$ cat src/rtl/decode_stage_if.sv
// decode_stage_if: bundles the fetch->decode inputs, the write-back port,
// the redirect signals returned to fetch, and the D/E pipeline register
// outputs of decode_stage.
//   master : the surrounding core (drives fetch/W inputs, consumes outputs)
//   slave  : decode_stage itself
interface decode_stage_if;
   // fetch -> decode
   logic [31:0] InstrD;
   logic [31:0] PCD;
   logic [31:0] PCPlus4D;
   // write-back port
   logic        RegWriteW;
   logic [4:0]  RdW;
   logic [31:0] ResultW;
   // redirect back to fetch (combinational)
   logic        PCSrcD;
   logic        JalD;
   logic [31:0] PCTargetD;
   // D/E register
   logic        RegWriteE;
   logic        MemWriteE;
   logic        MemReadE;
   logic        ALUSrcE;
   logic        ALUSrcAE;
   logic [1:0]  ResultSrcE;
   logic [3:0]  ALUControlE;
   logic [2:0]  Funct3E;
   logic [31:0] RD1E;
   logic [31:0] RD2E;
   logic [31:0] ImmExtE;
   logic [31:0] PCE;
   logic [31:0] PCPlus4E;
   logic [4:0]  Rs1E;
   logic [4:0]  Rs2E;
   logic [4:0]  RdE;
   logic        IllegalE;

   modport master (
      output InstrD, PCD, PCPlus4D, RegWriteW, RdW, ResultW,
      input  PCSrcD, JalD, PCTargetD,
      input  RegWriteE, MemWriteE, MemReadE, ALUSrcE, ALUSrcAE, ResultSrcE,
      input  ALUControlE, Funct3E, RD1E, RD2E, ImmExtE, PCE, PCPlus4E,
      input  Rs1E, Rs2E, RdE, IllegalE
   );

   modport slave (
      input  InstrD, PCD, PCPlus4D, RegWriteW, RdW, ResultW,
      output PCSrcD, JalD, PCTargetD,
      output RegWriteE, MemWriteE, MemReadE, ALUSrcE, ALUSrcAE, ResultSrcE,
      output ALUControlE, Funct3E, RD1E, RD2E, ImmExtE, PCE, PCPlus4E,
      output Rs1E, Rs2E, RdE, IllegalE
   );
endinterface

$ cat src/rtl/decode_stage.sv
// decode_stage: RV32I decode stage. Decodes InstrD, reads the 32x32
// register file (write-first against the W stage), builds the immediate,
// resolves branches/jumps (PCSrcD/JalD/PCTargetD back to fetch) and holds
// the D/E pipeline register. A squash counter turns the SQUASH_DEPTH
// wrong-path instructions after a redirect into bubbles.
//   clk : rising-edge clock
//   rst : asynchronous, active-high reset
//   d   : decode_stage_if.slave (fetch inputs, W port, redirect, E outputs)
module decode_stage #(
   parameter int unsigned SQUASH_DEPTH = 2
) (
   input  logic          clk,
   input  logic          rst,
   decode_stage_if.slave d
);
   localparam logic [6:0] OP_LUI    = 7'b0110111;
   localparam logic [6:0] OP_AUIPC  = 7'b0010111;
   localparam logic [6:0] OP_JAL    = 7'b1101111;
   localparam logic [6:0] OP_JALR   = 7'b1100111;
   localparam logic [6:0] OP_BRANCH = 7'b1100011;
   localparam logic [6:0] OP_LOAD   = 7'b0000011;
   localparam logic [6:0] OP_STORE  = 7'b0100011;
   localparam logic [6:0] OP_IMM    = 7'b0010011;
   localparam logic [6:0] OP_OP     = 7'b0110011;
   localparam logic [6:0] OP_FENCE  = 7'b0001111;
   localparam logic [6:0] OP_SYSTEM = 7'b1110011;

   localparam logic [3:0] ALU_ADD  = 4'd0;
   localparam logic [3:0] ALU_SUB  = 4'd1;
   localparam logic [3:0] ALU_SLL  = 4'd2;
   localparam logic [3:0] ALU_SLT  = 4'd3;
   localparam logic [3:0] ALU_SLTU = 4'd4;
   localparam logic [3:0] ALU_XOR  = 4'd5;
   localparam logic [3:0] ALU_SRL  = 4'd6;
   localparam logic [3:0] ALU_SRA  = 4'd7;
   localparam logic [3:0] ALU_OR   = 4'd8;
   localparam logic [3:0] ALU_AND  = 4'd9;
   localparam logic [3:0] ALU_PASS = 4'd10;

   localparam logic [1:0] SQ_LOAD = 2'(SQUASH_DEPTH);

   typedef struct packed {
      logic        reg_write;
      logic        mem_write;
      logic        mem_read;
      logic        alu_src;
      logic        alu_src_a;
      logic [1:0]  result_src;
      logic [3:0]  alu_ctrl;
      logic [2:0]  funct3;
      logic [31:0] rd1;
      logic [31:0] rd2;
      logic [31:0] imm;
      logic [31:0] pc;
      logic [31:0] pc_plus4;
      logic [4:0]  rs1;
      logic [4:0]  rs2;
      logic [4:0]  rd;
      logic        illegal;
   } de_t;

   function automatic logic [3:0] alu_sel(input logic [2:0] f3, input logic alt_sub,
                                          input logic alt_sra);
      case (f3)
         3'b000:  alu_sel = alt_sub ? ALU_SUB : ALU_ADD;
         3'b001:  alu_sel = ALU_SLL;
         3'b010:  alu_sel = ALU_SLT;
         3'b011:  alu_sel = ALU_SLTU;
         3'b100:  alu_sel = ALU_XOR;
         3'b101:  alu_sel = alt_sra ? ALU_SRA : ALU_SRL;
         3'b110:  alu_sel = ALU_OR;
         default: alu_sel = ALU_AND;
      endcase
   endfunction

   logic [31:0] rf_q [32];
   logic [31:0] rf_d [32];
   logic [1:0]  sq_q, sq_d;
   de_t         de_q, de_d, dec;

   logic [31:0] instr;
   logic [4:0]  rs1, rs2;
   logic [31:0] rd1, rd2;
   logic        wr_en, squash, is_branch, is_jal, is_jalr, cond;
   logic [31:0] imm_i, imm_s, imm_b, imm_u, imm_j;

   assign instr  = d.InstrD;
   assign rs1    = instr[19:15];
   assign rs2    = instr[24:20];
   assign wr_en  = d.RegWriteW && (d.RdW != 5'd0);
   assign squash = (sq_q != 2'd0);

   // write-first read: a same-cycle W write to rs wins over the stored value
   assign rd1 = (rs1 == 5'd0) ? '0 : (wr_en && d.RdW == rs1) ? d.ResultW : rf_q[rs1];
   assign rd2 = (rs2 == 5'd0) ? '0 : (wr_en && d.RdW == rs2) ? d.ResultW : rf_q[rs2];

   assign imm_i = {{20{instr[31]}}, instr[31:20]};
   assign imm_s = {{20{instr[31]}}, instr[31:25], instr[11:7]};
   assign imm_b = {{19{instr[31]}}, instr[31], instr[7], instr[30:25], instr[11:8], 1'b0};
   assign imm_u = {instr[31:12], 12'b0};
   assign imm_j = {{11{instr[31]}}, instr[31], instr[19:12], instr[20], instr[30:21], 1'b0};

   always_comb begin
      rf_d = rf_q;
      if (wr_en) rf_d[d.RdW] = d.ResultW;
   end

   always_comb begin
      dec          = '0;
      dec.funct3   = instr[14:12];
      dec.rd1      = rd1;
      dec.rd2      = rd2;
      dec.pc       = d.PCD;
      dec.pc_plus4 = d.PCPlus4D;
      dec.rs1      = rs1;
      dec.rs2      = rs2;
      is_branch    = 1'b0;
      is_jal       = 1'b0;
      is_jalr      = 1'b0;
      case (instr[6:0])
         OP_LUI:    begin dec.reg_write = 1'b1; dec.alu_src = 1'b1; dec.alu_ctrl = ALU_PASS; dec.imm = imm_u; end
         OP_AUIPC:  begin dec.reg_write = 1'b1; dec.alu_src = 1'b1; dec.alu_src_a = 1'b1; dec.imm = imm_u; end
         OP_JAL:    begin dec.reg_write = 1'b1; dec.result_src = 2'b10; dec.imm = imm_j; is_jal = 1'b1; end
         OP_JALR:   begin
            dec.reg_write = 1'b1; dec.result_src = 2'b10; dec.alu_src = 1'b1;
            dec.imm = imm_i; is_jalr = 1'b1;
         end
         OP_BRANCH: begin dec.imm = imm_b; is_branch = 1'b1; end
         OP_LOAD:   begin
            dec.reg_write = 1'b1; dec.mem_read = 1'b1; dec.result_src = 2'b01;
            dec.alu_src = 1'b1; dec.imm = imm_i;
         end
         OP_STORE:  begin dec.mem_write = 1'b1; dec.alu_src = 1'b1; dec.imm = imm_s; end
         OP_IMM:    begin
            dec.reg_write = 1'b1; dec.alu_src = 1'b1; dec.imm = imm_i;
            dec.alu_ctrl  = alu_sel(instr[14:12], 1'b0, instr[30]);
         end
         OP_OP:     begin
            dec.reg_write = 1'b1;
            dec.alu_ctrl  = alu_sel(instr[14:12], instr[30], instr[30]);
         end
         OP_FENCE, OP_SYSTEM: dec.imm = imm_i;
         default:   dec.illegal = 1'b1;
      endcase
      // non-writing instructions carry rd=0 so E never sees a false destination
      dec.rd = dec.reg_write ? instr[11:7] : '0;
   end

   always_comb begin
      case (instr[14:12])
         3'b000:  cond = (rd1 == rd2);
         3'b001:  cond = (rd1 != rd2);
         3'b100:  cond = ($signed(rd1) < $signed(rd2));
         3'b101:  cond = ($signed(rd1) >= $signed(rd2));
         3'b110:  cond = (rd1 < rd2);
         3'b111:  cond = (rd1 >= rd2);
         default: cond = 1'b0;
      endcase
   end

   assign d.PCSrcD    = is_branch & cond & ~squash;
   assign d.JalD      = (is_jal | is_jalr) & ~squash;
   assign d.PCTargetD = is_jalr ? ((rd1 + dec.imm) & ~32'd1) : (d.PCD + dec.imm);

   // a redirect only arms the counter when not already squashing, so a jump
   // inside the window is ignored (it is gated off above anyway)
   always_comb begin
      sq_d = sq_q;
      if (squash)                    sq_d = sq_q - 2'd1;
      else if (d.PCSrcD || d.JalD)   sq_d = SQ_LOAD;
   end

   always_comb begin
      de_d = dec;
      if (squash) begin
         de_d.reg_write  = 1'b0;
         de_d.mem_write  = 1'b0;
         de_d.mem_read   = 1'b0;
         de_d.alu_src    = 1'b0;
         de_d.alu_src_a  = 1'b0;
         de_d.result_src = '0;
         de_d.alu_ctrl   = ALU_ADD;
         de_d.rd         = '0;
         de_d.illegal    = 1'b0;
      end
   end

   always_ff @(posedge clk or posedge rst) begin
      if (rst) begin
         for (int unsigned i = 0; i < 32; i++) rf_q[i] <= '0;
         sq_q <= '0;
         de_q <= '0;
      end else begin
         rf_q <= rf_d;
         sq_q <= sq_d;
         de_q <= de_d;
      end
   end

   assign d.RegWriteE   = de_q.reg_write;
   assign d.MemWriteE   = de_q.mem_write;
   assign d.MemReadE    = de_q.mem_read;
   assign d.ALUSrcE     = de_q.alu_src;
   assign d.ALUSrcAE    = de_q.alu_src_a;
   assign d.ResultSrcE  = de_q.result_src;
   assign d.ALUControlE = de_q.alu_ctrl;
   assign d.Funct3E     = de_q.funct3;
   assign d.RD1E        = de_q.rd1;
   assign d.RD2E        = de_q.rd2;
   assign d.ImmExtE     = de_q.imm;
   assign d.PCE         = de_q.pc;
   assign d.PCPlus4E    = de_q.pc_plus4;
   assign d.Rs1E        = de_q.rs1;
   assign d.Rs2E        = de_q.rs2;
   assign d.RdE         = de_q.rd;
   assign d.IllegalE    = de_q.illegal;
endmodule

$ cat src/flat_wrapper.sv
// flat-port wrapper written by rule: the top's interface ports become plain ports
module decode_stage_flat 
#(
   parameter int unsigned SQUASH_DEPTH = 2
)
  (clk, rst, d_InstrD, d_PCD, d_PCPlus4D, d_RegWriteW, d_RdW, d_ResultW, d_PCSrcD, d_JalD, d_PCTargetD, d_RegWriteE, d_MemWriteE, d_MemReadE, d_ALUSrcE, d_ALUSrcAE, d_ResultSrcE, d_ALUControlE, d_Funct3E, d_RD1E, d_RD2E, d_ImmExtE, d_PCE, d_PCPlus4E, d_Rs1E, d_Rs2E, d_RdE, d_IllegalE);
  decode_stage_if d_i ();
  input  logic clk;
  input  logic rst;
  input wire logic [$bits(d_i.InstrD)-1:0] d_InstrD;
  input wire logic [$bits(d_i.PCD)-1:0] d_PCD;
  input wire logic [$bits(d_i.PCPlus4D)-1:0] d_PCPlus4D;
  input wire logic [$bits(d_i.RegWriteW)-1:0] d_RegWriteW;
  input wire logic [$bits(d_i.RdW)-1:0] d_RdW;
  input wire logic [$bits(d_i.ResultW)-1:0] d_ResultW;
  output wire logic [$bits(d_i.PCSrcD)-1:0] d_PCSrcD;
  output wire logic [$bits(d_i.JalD)-1:0] d_JalD;
  output wire logic [$bits(d_i.PCTargetD)-1:0] d_PCTargetD;
  output wire logic [$bits(d_i.RegWriteE)-1:0] d_RegWriteE;
  output wire logic [$bits(d_i.MemWriteE)-1:0] d_MemWriteE;
  output wire logic [$bits(d_i.MemReadE)-1:0] d_MemReadE;
  output wire logic [$bits(d_i.ALUSrcE)-1:0] d_ALUSrcE;
  output wire logic [$bits(d_i.ALUSrcAE)-1:0] d_ALUSrcAE;
  output wire logic [$bits(d_i.ResultSrcE)-1:0] d_ResultSrcE;
  output wire logic [$bits(d_i.ALUControlE)-1:0] d_ALUControlE;
  output wire logic [$bits(d_i.Funct3E)-1:0] d_Funct3E;
  output wire logic [$bits(d_i.RD1E)-1:0] d_RD1E;
  output wire logic [$bits(d_i.RD2E)-1:0] d_RD2E;
  output wire logic [$bits(d_i.ImmExtE)-1:0] d_ImmExtE;
  output wire logic [$bits(d_i.PCE)-1:0] d_PCE;
  output wire logic [$bits(d_i.PCPlus4E)-1:0] d_PCPlus4E;
  output wire logic [$bits(d_i.Rs1E)-1:0] d_Rs1E;
  output wire logic [$bits(d_i.Rs2E)-1:0] d_Rs2E;
  output wire logic [$bits(d_i.RdE)-1:0] d_RdE;
  output wire logic [$bits(d_i.IllegalE)-1:0] d_IllegalE;
  assign d_i.InstrD = d_InstrD;
  assign d_i.PCD = d_PCD;
  assign d_i.PCPlus4D = d_PCPlus4D;
  assign d_i.RegWriteW = d_RegWriteW;
  assign d_i.RdW = d_RdW;
  assign d_i.ResultW = d_ResultW;
  assign d_PCSrcD = d_i.PCSrcD;
  assign d_JalD = d_i.JalD;
  assign d_PCTargetD = d_i.PCTargetD;
  assign d_RegWriteE = d_i.RegWriteE;
  assign d_MemWriteE = d_i.MemWriteE;
  assign d_MemReadE = d_i.MemReadE;
  assign d_ALUSrcE = d_i.ALUSrcE;
  assign d_ALUSrcAE = d_i.ALUSrcAE;
  assign d_ResultSrcE = d_i.ResultSrcE;
  assign d_ALUControlE = d_i.ALUControlE;
  assign d_Funct3E = d_i.Funct3E;
  assign d_RD1E = d_i.RD1E;
  assign d_RD2E = d_i.RD2E;
  assign d_ImmExtE = d_i.ImmExtE;
  assign d_PCE = d_i.PCE;
  assign d_PCPlus4E = d_i.PCPlus4E;
  assign d_Rs1E = d_i.Rs1E;
  assign d_Rs2E = d_i.Rs2E;
  assign d_RdE = d_i.RdE;
  assign d_IllegalE = d_i.IllegalE;
  decode_stage #(.SQUASH_DEPTH(SQUASH_DEPTH)) u_core (.clk(clk), .rst(rst), .d(d_i));
endmodule
$ cat config.mk
export PLATFORM = sky130hd
export DESIGN_NAME = decode_stage_flat
export DESIGN_NICKNAME = d
export VERILOG_FILES = /design/src/rtl/decode_stage_if.sv /design/src/rtl/decode_stage.sv /design/src/flat_wrapper.sv
export SDC_FILE = /design/constraint.sdc
export NUM_CORES = 2
export LEC_CHECK = 0
export CORE_ASPECT_RATIO = 1.25
export CORE_MARGIN = 3
export CORE_UTILIZATION = 55
export DETAILED_ROUTE_END_ITERATION = 7
export GPL_TIMING_DRIVEN = 0
export PLACE_DENSITY = 0.77
export REMOVE_ABC_BUFFERS = 1
export SLEW_MARGIN = 25
export SYNTH_ARGS = -nofsm -noshare
export SYNTH_HDL_FRONTEND = slang
export SYNTH_SLANG_ARGS = --single-unit
$ cat constraint.sdc
create_clock -name clk -period 60.5 [get_ports clk]
set_input_delay 9.075 -clock clk [delete_from_list [all_inputs] [get_ports clk]]
set_output_delay 9.075 -clock clk [all_outputs]
set_load 0.03 [all_outputs]
==> out/results.tsv <==
stage	metric	value	unit
outcome	status	finished, final reports clean	
setup_path	slowest_delay	0.80	ns
global_routing	gr-total-overflow	0	
setup_path	cp_cell_sequence	buf_8, buf_16, buf_16, buf_16, mux4_2, mux2_2, a221oi_1, a211oi_1, a21oi_1, nor2_1, ha_1, a21o_1, a21oi_1, nor2b_1, a221o_1, a31oi_1, a21oi_1, o211ai_1, nand2_1, a311o_1, xnor2_1, mux2i_1, clkdlybuf4s50_1	
clock_tree	post_cts_buffers	0	
synthesis	synth-main-ff-cell	dfrtp_1	
clock_tree	numCtsBuffers	117	
detailed_routing	viasPerCell	6.94	
setup_path	end_kind	output port	
finish	utilization	64.9	%
clock_tree	clk_latency	0.75	ns
global_routing	antenna_found_initial	18	
clock_tree	cts_tree	yes	
clock_tree	cts.sinks	1215	
sta	fin_skew	0.0354	ns
power	power_density	32.7	nW/um2
synthesis	synth.ff_latch_count	1215	
sta	slew_headroom	22.9	%
setup_path	worstRegToRegCells	19	
finish	layout.cells.most_common	dfrtp_1	
power	power_frac_seq	42.9	%
sta	finalHoldViolCount	0	
power	total_power	2.47	mW
detailed_routing	ant_nets	0	
synthesis	yosys_warnings	0	
clock_tree	cts-root-buf	clkbuf_16	
synthesis	syn_inst	4522	
placement	hpwl	133	mm
floorplan	pin_count	360	
detailed_routing	vias	44100	
worst_hold_path	hold_path_end	u_core.rf_q[996]	
power	p_clk_share	33.1	%
sta	worst_pin_slew	1.15	ns
worst_hold_path	hp-start	u_core.rf_q[996]	
floorplan	start_util	55.5	%
setup_path	arrival	16.64	ns
detailed_routing	drtIter0Drc	4730	
detailed_routing	drc_errors	0	
power	power.internal	1.76	mW
floorplan	dieArea	122000	um2
sta	setup-violations-final	0	
synthesis	synth_edf_count	0	
placement	gp_congestion	0.944	
floorplan	design.core.area	117000	um2
synthesis	syn_area	64700	um2
setup_path	r2r-start	u_core.rf_q[31]	
setup_path	crit_type	in2out	
setup_path	reg2reg_slack	54.25	ns
finish	area_delta_synth_final	16.9	%
setup_path	start_kind	input pin	
power	power_leakage	33.6	nW
setup_path	worst_r2r_endpoint	u_core.sq_q[0]	
sta	fin_crit	25.71	ns
synthesis	ys_seq_area_share	47.0	%
finish	final_nets	4900	
sta	rsz0062_at_grt	false	
global_routing	grt_usage	33.7	%
sta	slew_violations	0	
global_routing	grt_max_degree	102	
clock_tree	ctsResizeCount	0	
detailed_routing	wl	206	mm
floorplan	dieHeight	390	um
setup_path	critPathRequiredTime	51.43	ns
finish	layout-drive-gt1-share	42.4	%
sta	fin_crit_sh	42.5	%
finish	layout_common_cells	dfrtp_1, mux2_2, mux4_2	
clock_tree	cts_buffer_depth	3	
synthesis	synth.distinct_cells	72	
run	maxCapViolations	0	
detailed_routing	first_pass_iters	6	
detailed_routing	wl_per_cell	32.5	um
clock_tree	cts_htree_levels	3	
floorplan	die-width	313	um
synthesis	synth.avg_cell_area	14.3	um2
power	p_sw_share	28.9	%
global_routing	grt_pass1_vias	45100	
power	ir_worst_vdd	25.0	uV
sta	max_freq	0.0389	GHz
setup_path	critPathSlowestCell	clkdlybuf4s50_1	
floorplan	rows	140	
synthesis	async_flop_share	100	%
clock_tree	cts-hold-fix-buffers	0	
clock_tree	clk_pin_slew	0.06	ns
worst_hold_path	hold_depth	0	
power	p_switching	0.713	mW
global_routing	grt_pass1_wl	302	mm
setup_path	critPathMaxFanout	57	
power	pwr-share-comb	24.0	%
worst_hold_path	hp-class	reg2reg	
placement	port_buffers	359	
==> per-stage QoR <==
step           setup TNS (ns)  setup slack [ns]  area [um2]  instances  hold WS, ns
2_1_floorplan               0             17.19       63000       4078        0.365
3_3_place_gp          -204.13             -7.52       68500       5999        0.377
3_5_place_dp                0             34.79       71500       6112        0.386
4_1_cts                     0             34.74       75800       6333        0.399
5_1_grt                     0             34.67       75700       6335        0.407
6_report                    0             34.79       75700       6346        0.396
==> state kept, by name (all words and copies together) (netlist names), 2 cells and up <==
signal	count
u_core.d.ALUControlE	4
u_core.d.Funct3E	3
u_core.d.ImmExtE	32
u_core.d.PCE	32
u_core.d.PCPlus4E	32
u_core.d.RD1E	32
u_core.d.RD2E	32
u_core.d.RdE	5
u_core.d.ResultSrcE	2
u_core.d.Rs1E	5
u_core.d.Rs2E	5
u_core.rf_q	1024
u_core.sq_q	2
==> synthesized netlist by cell type (70+ instances only) <==
| cell type | count | area share, % |
|---|---|---|
| dfrtp_1 | 1215 | 47 |
| mux2_2 | 1002 | 17 |
| mux4_2 | 549 | 19 |
| clkbuf_1 | 331 | 1.9 |
| mux2i_1 | 146 | 2.3 |
| nand2_1 | 123 | 0.71 |
| o21ai_0 | 115 | 0.89 |
| nor2_1 | 113 | 0.66 |
| a21oi_1 | 98 | 0.76 |
| ha_1 | 93 | 1.8 |
| a21o_1 | 70 | 0.81 |
| buf_1 | 70 | 0.41 |
==> worst max path at each step <==
stage	to	cells past startpoint	start	slack, ns
floorplan	u_core.d.ALUControlE[0]	1	rst	17.19
global placement	d_PCTargetD[15]	15	d_InstrD[15]	-7.52
detailed placement	d_PCTargetD[22]	20	d_RdW[3]	34.79
CTS	d_PCTargetD[22]	20	d_RdW[3]	34.74
global route	d_PCTargetD[22]	23	d_InstrD[15]	34.67
finish	d_PCTargetD[22]	23	d_InstrD[15]	34.79
==> per-layer routing <==
| metal | vias to the layer above | track usage (%) | wire length [um] |
|---|---|---|---|
| met4 | 18 | 21.5 | 15100 |
| met3 | 711 | 8.37 | 19600 |
| met1 | 23200 | 42.5 | 75300 |
| li1 | 17500 | - | - |
| met2 | 2546 | 52.6 | 96300 |
| met5 | - | 0 | 115 |
==> cell type report <==
cell class / count / area, um2
antenna: 13 / 32.5
inverter: 61 / 238
multi-input combinational: 2802 / 32700
fill: 8124 / 41000
tap: 1562 / 1950
clock inverter: 71 / 971
timing repair buffer: 472 / 6070
clock buffer: 150 / 3340
sequential: 1215 / 30400
==> critical path: cells and delay by family <==
family                     cells  cell delay, ns
AOI/OAI and AO/OA             10            2.77
xor gates and xnor gates       1            0.14
adders and majority gates      1            0.28
buffers and inverters          5            2.32
muxes                          3            1.25
and+or+nand+nor                3            0.53
==> power by group through the flow <==
stage / logic (mW) / clock network (mW) / registers [mW]
floorplan: 0.367 / 0 / 1.07
global placement: 0.621 / 0 / 1.06
detailed placement: 0.586 / 0 / 1.07
CTS: 0.591 / 0.825 / 1.05
global route: 0.629 / 0.859 / 1.07
finish: 0.594 / 0.818 / 1.06
==> cell families after synthesis <==
family                   synth area share (%)
AND/OR/NAND/NOR                          3.47
flip-flops                               47.0
XOR/XNOR                                0.823
multiplexers                             38.8
adder cells (fa/ha/maj)                  1.89
buffers and inverters                    3.07
AO/OA/AOI/OAI                            4.96
Note: power is estimated with default switching activity, not from simulation.
